## config.mk

```make
export PLATFORM = sky130hd
export DESIGN_NAME = lab03_cmp_sequencer_flat
export DESIGN_NICKNAME = d
export VERILOG_FILES = /design/src/rtl/lab03_pkg.sv /design/src/rtl/lab03_cmp_sequencer_if.sv /design/src/rtl/lab03_bit_cmp.sv /design/src/rtl/lab03_cmp_sequencer.sv /design/src/flat_wrapper.sv
export SDC_FILE = /design/constraint.sdc
export NUM_CORES = 1
export LEC_CHECK = 0
export ABC_AREA = 0
export CORE_MARGIN = 3
export CORE_UTILIZATION = 64
export DETAILED_ROUTE_END_ITERATION = 6
export DONT_BUFFER_PORTS = 1
export GPL_ROUTABILITY_DRIVEN = 0
export MAX_ROUTING_LAYER = met4
export PLACE_DENSITY = 0.89
export SLEW_MARGIN = 15
export SYNTH_ARGS = -nofsm -noshare
export SYNTH_HDL_FRONTEND = slang
export SYNTH_HIERARCHICAL = 1
export SYNTH_SLANG_ARGS = --single-unit
export TNS_END_PERCENT = 30
```

## constraint.sdc

```tcl
create_clock -name clk -period 6.05 [get_ports clk]
set_input_delay 1.5125 -clock clk [delete_from_list [all_inputs] [get_ports clk]]
set_output_delay 1.5125 -clock clk [all_outputs]
set_load 0.02 [all_outputs]
```

## src/rtl/lab03_pkg.sv

```systemverilog
// Shared types for the lab03 bit-serial comparator: FSM states, one-hot verdicts, width helper.
// No logic here; no latency or flow control of its own.
package lab03_pkg;

  typedef enum logic [1:0] {
    IDLE    = 2'd0,
    COMPARE = 2'd1,
    DONE    = 2'd2
  } state_t;

  // One-hot verdict codes, bit order {gt, eq, lt}
  localparam logic [2:0] GT = 3'b100;
  localparam logic [2:0] EQ = 3'b010;
  localparam logic [2:0] LT = 3'b001;

  function automatic int cnt_width(input int n);
    return $clog2(n + 1);
  endfunction

endpackage

```

## src/rtl/lab03_cmp_sequencer_if.sv

```systemverilog
// Operand/verdict bundle between the input stage and the comparator sequencer.
// start is a request sampled only when the sequencer is idle; nothing is queued.
interface lab03_cmp_sequencer_if #(
  parameter int N = 4
);
  import lab03_pkg::*;

  localparam int BW = cnt_width(N);

  logic          start;
  logic [N-1:0]  a;
  logic [N-1:0]  b;
  logic          busy;
  logic          done;
  logic          gt;
  logic          eq;
  logic          lt;
  logic [BW-1:0] bits_used;

  modport master (
    output start, a, b,
    input  busy, done, gt, eq, lt, bits_used
  );

  modport slave (
    input  start, a, b,
    output busy, done, gt, eq, lt, bits_used
  );

endinterface

```

## src/rtl/lab03_bit_cmp.sv

```systemverilog
// Single-bit magnitude compare cell; purely combinational, zero latency.
// No flow control: outputs follow inputs.
module lab03_bit_cmp (
  input  logic a,
  input  logic b,
  output logic gt,
  output logic lt
);

  assign gt = a & ~b;
  assign lt = ~a & b;

endmodule

```

## src/rtl/lab03_cmp_sequencer.sv

```systemverilog
// Bit-serial MSB-first comparator; verdict N-k edges after accept (k = first differing bit), N if equal.
// start is ignored while busy and never queued; done pulses one cycle, verdict holds until next start.
module lab03_cmp_sequencer
  import lab03_pkg::*;
#(
  parameter int N = 4
) (
  input  logic                    clk,
  input  logic                    rst,
  lab03_cmp_sequencer_if.slave    bus
);

  localparam int IW = $clog2(N);
  localparam int BW = cnt_width(N);

  state_t        state;
  logic [N-1:0]  a_reg;
  logic [N-1:0]  b_reg;
  logic [IW-1:0] idx;
  logic [2:0]    verdict;
  logic [BW-1:0] bits_used;
  logic          busy;
  logic          done;
  logic          cell_gt;
  logic          cell_lt;

  // One shared cell walks the operands from MSB to LSB
  lab03_bit_cmp u_cell (
    .a  (a_reg[idx]),
    .b  (b_reg[idx]),
    .gt (cell_gt),
    .lt (cell_lt)
  );

  always_ff @(posedge clk or posedge rst) begin
    if (rst) begin
      state     <= IDLE;
      a_reg     <= '0;
      b_reg     <= '0;
      idx       <= '0;
      verdict   <= '0;
      bits_used <= '0;
      busy      <= 1'b0;
      done      <= 1'b0;
    end else begin
      done <= 1'b0;
      case (state)
        IDLE: begin
          if (bus.start) begin
            a_reg     <= bus.a;
            b_reg     <= bus.b;
            idx       <= IW'(N - 1);
            verdict   <= '0;
            bits_used <= '0;
            busy      <= 1'b1;
            state     <= COMPARE;
          end
        end
        COMPARE: begin
          bits_used <= bits_used + BW'(1);
          if (cell_gt || cell_lt) begin
            verdict <= {cell_gt, 1'b0, cell_lt};
            done    <= 1'b1;
            state   <= DONE;
          end else if (idx == '0) begin
            verdict <= EQ;
            done    <= 1'b1;
            state   <= DONE;
          end else begin
            idx <= idx - IW'(1);
          end
        end
        DONE: begin
          busy  <= 1'b0;
          state <= IDLE;
        end
        default: begin
          busy  <= 1'b0;
          state <= IDLE;
        end
      endcase
    end
  end

  assign bus.busy      = busy;
  assign bus.done      = done;
  assign bus.gt        = verdict[2];
  assign bus.eq        = verdict[1];
  assign bus.lt        = verdict[0];
  assign bus.bits_used = bits_used;

endmodule

```

## src/flat_wrapper.sv

```systemverilog
// flat-port wrapper written by rule: the top's interface ports become plain ports
module lab03_cmp_sequencer_flat import lab03_pkg::*;
#(
  parameter int N = 4
)
  (clk, rst, bus_start, bus_a, bus_b, bus_busy, bus_done, bus_gt, bus_eq, bus_lt, bus_bits_used);
  lab03_cmp_sequencer_if #(.N(N)) bus_i ();
  input  logic clk;
  input  logic rst;
  input wire logic [$bits(bus_i.start)-1:0] bus_start;
  input wire logic [$bits(bus_i.a)-1:0] bus_a;
  input wire logic [$bits(bus_i.b)-1:0] bus_b;
  output wire logic [$bits(bus_i.busy)-1:0] bus_busy;
  output wire logic [$bits(bus_i.done)-1:0] bus_done;
  output wire logic [$bits(bus_i.gt)-1:0] bus_gt;
  output wire logic [$bits(bus_i.eq)-1:0] bus_eq;
  output wire logic [$bits(bus_i.lt)-1:0] bus_lt;
  output wire logic [$bits(bus_i.bits_used)-1:0] bus_bits_used;
  assign bus_i.start = bus_start;
  assign bus_i.a = bus_a;
  assign bus_i.b = bus_b;
  assign bus_busy = bus_i.busy;
  assign bus_done = bus_i.done;
  assign bus_gt = bus_i.gt;
  assign bus_eq = bus_i.eq;
  assign bus_lt = bus_i.lt;
  assign bus_bits_used = bus_i.bits_used;
  lab03_cmp_sequencer #(.N(N)) u_core (.clk(clk), .rst(rst), .bus(bus_i));
endmodule
```

==> results of run 1 <==
[per-stage QoR]
step           std cells  hold WS, ps  setup WS (ps)
3_5_place_dp          88          486           3800
2_1_floorplan         75          453           3810
4_1_cts               92          529           3730
5_1_grt               92          547           3710
6_report              92          527           3750
3_3_place_gp          88          475           3810
[cells in the mapped netlist, drive strengths merged, types with 2 or more instances]
library cell,number
and2b,2
buf,2
dfrtp,20
ha,2
inv,5
mux2,8
mux2i,2
mux4,2
nand2,8
nand3,8
nor2,4
o21ai,2
o311a,2
[path summary, 6_finish.rpt]
kind                                                to                                start  slack [ps]  cells after the start
min in group asynchronous    u_core/bus.done$_DFF_PP0_                                  rst        1210                      1
hold reg to reg            u_core/b_reg[3]$_DFFE_PP0P_          u_core/b_reg[3]$_DFFE_PP0P_         530                      1
setup reg to reg             u_core/idx[1]$_DFFE_PP0P_            u_core/idx[0]$_DFFE_PP0P_        3930                      5
hold / removal             u_core/b_reg[3]$_DFFE_PP0P_          u_core/b_reg[3]$_DFFE_PP0P_         530                      1
setup / recovery                      bus_bits_used[2]  u_core/bus.bits_used[2]$_DFFE_PP0P_        3750                      0
max in group asynchronous  u_core/b_reg[3]$_DFFE_PP0P_                                  rst        4370                      1
[cell families after synthesis]
group | share of synthesized area
compound gates | 0.0747
buf+inv | 0.0459
flops | 0.524
mux | 0.194
simple gates | 0.135
fa+ha+maj | 0.0262
[per-layer routing]
metal	GRT usage	vias up
met4	0.0723	0
met5	-	-
met1	0.279	290
li1	-	270
met3	0.0244	0
met2	0.292	16
[cell type report]
type | count | area, µm²
clock buffers | 4 | 36.3
fillers | 87 | 363
inverters | 5 | 21.3
multi-input cells | 48 | 410
flip-flops and latches | 20 | 500
well taps | 15 | 18.8
[power groups by stage]
stage                     registers (W)  logic [W]  clock network [W]
final                          0.000267   0.000233          0.0000755
after global routing           0.000278   0.000262          0.0000806
after CTS                      0.000268   0.000235          0.0000761
after detailed placement       0.000268   0.000232                  0
after global placement         0.000266   0.000222                  0
after floorplan                0.000247   0.000219                  0
==> key figures, run 1 <==
Timing
  • Setup TNS: 0 ps
  • Post-layout min period: 2300 ps
  • Pins Over Slew Limit: 0
  • Final hold violation count: 0
  • Worst clock skew: 9.87 ps
  • Tcrit/Tclk final: 0.381
  • Relative slew slack: 0.508
  • Fmax: 434 MHz
  • Tightest Pin Transition: 737 ps
  • RSZ-0062 raised after global routing: no
  • Final setup viols: 0

Detailed routing
  • Routed wire per std cell: 17.2 µm
  • M1 wire length: 725 µm
  • Metal3 WL: 72 µm
  • Highest routed layer: met3
  • Remaining antenna violation count after routing: 0
  • Routed vias/inst: 6.26
  • TritonRoute pass-1 iters: 4
  • Routed wl met2: 783 µm
  • Initial DRC count: 14
  • DRC Markers: 0
  • Final wirelength: 1.58 mm
  • Via count: 576

Flow run
  • Max-cap violations: 0

Yosys
  • Area share of the largest cell type after synthesis: 0.524
  • Yosys warns: 6
  • #FFs+latches synth: 20
  • Synth area leaders: dfrtp_1 52%, mux2_4 13%, mux4_2 4.7%
  • Post-synth ARST share: 1.00
  • Largest area contributor in the synthesized netlist: dfrtp_1
  • Mapped Nets: 88
  • Post-Synthesis Cells: 75
  • Seq/Total Area, Yosys: 0.524
  • Synthesized area: 955 µm²
  • Distinct cells, synth: 23
  • Synth Flop Type: dfrtp_1
  • Synthesized area per cell: 12.7 µm²
  • EDFF count, synth: 0

Critical path
  • Crit. End Element: output pin
  • CP Max Fanout: 4
  • CP Launch Type: register
  • Arr. time, crit path: 790 ps
  • Worst Path Required: 4540 ps
  • Critical path type: register to output pin

Global routing
  • Largest net degree at the start of global routing: 21
  • Vias in the first global route: 576
  • First-pass GRT wire length: 2.79 mm
  • Initial antenna violation count: 0
  • Total grt overflow: 0
  • GRT Util Overall: 0.198

Clocking
  • Clk root buf: clkbuf_4
  • CTS resizes: 0
  • CTS tree: done
  • Clk sinks: 20
  • Clock insertion delay at the later pin of the skew report: 300 ps
  • CTS Hold Buffers Added: 0
  • CTS clock-pin slew for the worst setup and hold paths: 100 ps
  • Cts bufs inserted: 3
  • Maximum level of the CTS H-tree: 1
  • CTS max path bufs: 2
  • Setup bufs post-CTS: 0

Floorplan
  • Die area: 1990 µm²
  • Core area: 1350 µm²
  • Die Y: 44.6 µm
  • DIE WIDTH: 44.6 µm
  • Cell row count: 13
  • Boundary Pins: 19
  • Starting Density: 0.707

Finish
  • Nets: 91
  • Inserted Diodes: 0
  • Share of cells above drive strength 1: 0.247
  • P&R area growth vs syn: 3.41%
  • Fin util: 0.731
  • Most common cell after layout, fill and taps aside: dfrtp_1
  • Commonest cells after routing, fill and taps aside: 20 x dfrtp_1, 8 x mux2_4, 8 x nand3_1, 8 x nand2_1
  • Fin area: 987 µm²

Power and ir drop
  • Net Sw Power: 0.000222 W
  • Sw frac: 0.386
  • Comb pwr share: 0.404
  • Power per cell area: 583 nW/µm²
  • Proportion of power drawn by the clock network: 0.131
  • Internal: 0.000353 W
  • Power share of the sequential group: 0.464
  • P_leak: 0.469 nW
  • Total power: 0.000576 W
  • Worst vdd ir: 0.000369 V

Placed design
  • Detail Placement HPWL: 1.10 mm
  • Port Buffers: 0
  • Post-DP Area: 951 µm²

Hold path
  • Hold/Removal Path Class: register to register

Run status
  • Outcome: finished clean
Note: power is estimated with default switching activity, not from simulation.
==> run 2, diff against run 1 <==
--- a/config.mk
+++ b/config.mk
@@ -7,12 +7,12 @@
 export LEC_CHECK = 0
 export ABC_AREA = 0
 export CORE_MARGIN = 3
-export CORE_UTILIZATION = 64
+export CORE_UTILIZATION = 54
 export DETAILED_ROUTE_END_ITERATION = 6
 export DONT_BUFFER_PORTS = 1
 export GPL_ROUTABILITY_DRIVEN = 0
 export MAX_ROUTING_LAYER = met4
-export PLACE_DENSITY = 0.89
+export PLACE_DENSITY = 0.81
 export SLEW_MARGIN = 15
 export SYNTH_ARGS = -nofsm -noshare
 export SYNTH_HDL_FRONTEND = slang
==> constraint.sdc (replaced) <==
create_clock -name clk -period 2.1 [get_ports clk]
set_input_delay 0.525 -clock clk [delete_from_list [all_inputs] [get_ports clk]]
set_output_delay 0.525 -clock clk [all_outputs]
set_load 0.02 [all_outputs]
==> run 2 against run 1 <==
Net effect:
- flip-flop and latch count is the same
- utilization shrank 10 points
- clock skew decreased by 8.6 ps
- via count shrank 1.2%
- worst hold slack worse by 300 ps
- global-route usage down 3.2 points
- sequential share of layout area down 0.064 points
- die area grew 16%
- critical path depth up 6
- final cell count increased by 1.1%
- critical path type is now register to register
==> key figures, run 2 (synthesis results as in run 1) <==
Critical path
  • RR Startpoint: u_core/idx[0]$_DFFE_PP0P_
  • Critical path type: register to register
  • Crit. End Element: register
  • Critical path origin: u_core/idx[0]$_DFFE_PP0P_
  • Critical register-to-register path endpoint: u_core/verdict[2]$_DFFE_PP0P_
  • Flop2flop setup slack: 170 ps (-3760 ps)
  • CP Max Fanout: 5 (+1)
  • Worst Path Required: 2330 ps (-2210 ps)
  • Reg2Reg Depth: 6 (+1)
  • Arr. time, crit path: 2150 ps (+1360 ps)
  • CP Launch Type: register

Clocking
  • Maximum level of the CTS H-tree: 1 (unchanged)
  • Cts bufs inserted: 3 (unchanged)
  • CTS clock-pin slew for the worst setup and hold paths: 100 ps (about the same)
  • Clk root buf: clkbuf_4
  • Clk sinks: 20 (unchanged)
  • CTS tree: done
  • Clock insertion delay at the later pin of the skew report: 290 ps (about the same)
  • CTS max path bufs: 2 (unchanged)
  • Setup bufs post-CTS: 0 (unchanged)

Finish
  • Inserted Diodes: 0 (unchanged)
  • Commonest cells after routing, fill and taps aside: 20 x dfrtp_1, 8 x mux2_4, 8 x nand3_1, 8 x nand2_1
  • Share of cells above drive strength 1: 0.247 (unchanged)
  • Fill cells: 121 (+39%)
  • Post-route insts no fill: 93 (+1.1%)
  • Nets: 92 (+1.1%)
  • P&R area growth vs syn: 3.54%
  • Most common cell after layout, fill and taps aside: dfrtp_1

Global routing
  • Initial antenna violation count: 0 (unchanged)
  • Vias in the first global route: 543 (-5.7%)
  • Largest net degree at the start of global routing: 21 (unchanged)
  • GRT Util Overall: 0.165 (-0.0324)
  • First-pass GRT wire length: 2.44 mm (-13%)
  • Total grt overflow: 0 (unchanged)

Detailed routing
  • Routed vias/inst: 6.12 (-2.3%)
  • Via count: 569 (-1.2%)
  • Routed wire per std cell: 16.6 µm (-3.6%)
  • DRC Markers: 0 (unchanged)
  • Final wirelength: 1.54 mm (-2.6%)
  • Remaining antenna violation count after routing: 0 (unchanged)
  • Initial DRC count: 10 (-4)
  • TritonRoute pass-1 iters: 4 (unchanged)

Placed design
  • Placement Setup Slack: 137 ps (-3660 ps)
  • Detail Placement HPWL: 1.16 mm (+5.0%)
  • Placed cell count: 90 (+2.3%)
  • Port Buffers: 0 (unchanged)

Power and ir drop
  • Total power: 0.00167 W (+190%)
  • Power per cell area: 1690 nW/µm² (+190%)
  • Worst vdd ir: 0.000814 V (+120%)
  • P_leak: 0.469 nW (about the same)

Flow run
  • Max-cap violations: 0 (unchanged)

Timing
  • RSZ-0062 raised after global routing: no
  • Post-layout min period: 1930 ps
  • Pins Over Slew Limit: 0 (unchanged)
  • Setup TNS: 0 ps (unchanged)
  • Tightest Pin Transition: 717 ps (-20.5 ps)
  • Final hold violation count: 0 (unchanged)
  • Fmax: 519 MHz
  • Worst clock skew: 1.29 ps (-8.59 ps)
  • Setup ws final: 174 ps (-3570 ps)
  • Relative slew slack: 0.522 (+0.0137)
  • Tcrit/Tclk final: 0.917
  • Final setup viols: 0 (unchanged)

Floorplan
  • Starting Density: 0.606 (-0.102)
  • Cell row count: 14 (+1)
  • Die area: 2310 µm² (+16%)
  • DIE WIDTH: 48.0 µm (+7.7%)
  • Core area: 1580 µm² (+17%)
  • Boundary Pins: 19 (unchanged)
  • Die Y: 48.0 µm (+7.7%)

Run status
  • Outcome: finished clean

Hold path
  • Hold/Removal Path Class: input port to async pin
-- run 2: area by class of cell --
type | count | area (µm²) | share of cell area
flip-flops and latches | 20 | 500 | 0.506
repair buffers | 1 | 7.51 | 0.00759
multi-input cells | 48 | 417 | 0.422
inverters | 5 | 21.3 | 0.0215
well taps | 16 | 20.0 | 0.0203
clock buffers | 3 | 22.5 | 0.0228
-- run 2: worst max-delay path by stage --
stage	end	slack, ps	cells past startpoint
5_1_grt	u_core/verdict[2]$_DFFE_PP0P_	60	6
4_1_cts	u_core/verdict[2]$_DFFE_PP0P_	100	6
6_report	u_core/verdict[2]$_DFFE_PP0P_	170	6
3_3_place_gp	u_core/verdict[2]$_DFFE_PP0P_	180	6
3_5_place_dp	u_core/verdict[2]$_DFFE_PP0P_	140	6
2_1_floorplan	u_core/idx[0]$_DFFE_PP0P_	200	5
-- run 2: routing by layer --
layer / track usage / wire [µm] / vias up
met5: - / 0 / -
met4: 0.0968 / 40 / 0
met3: 0.0451 / 58 / 4
met2: 0.243 / 717 / 13
met1: 0.202 / 725 / 283
li1: - / - / 269
-- run 2: worst max-delay path, stage by stage (launching register included) --
cell     delay, ps
dfrtp_1        460
mux4_2         540
and2b_2        240
nor3_4         250
buf_4          180
nand3_1         80
nand3_1        110
-- run 2: report_power, final --
group	switching, W	internal, W	total (W)
registers	0.000214	0.000552	0.000766
clock network	0.000101	0.0000667	0.000168
logic	0.000329	0.000407	0.000736
total	0.000643	0.00103	0.00167
-- run 2: what timing repair did --
| action | CTS | global route |
|---|---|---|
| endpoints found under the setup margin | 0 | 1 |
| resized for setup | 0 | 1 |
| hold buffers | 0 | 0 |
-- run 2: metrics by stage --
stage / hold WS, ps / cell area [µm²] / utilization
global placement: 493 / 960 / 0.609
floorplan: 453 / 955 / -
global route: 275 / 988 / 0.627
finish: 230 / 988 / 0.627
CTS: 247 / 982 / 0.623
detailed placement: 495 / 960 / 0.609
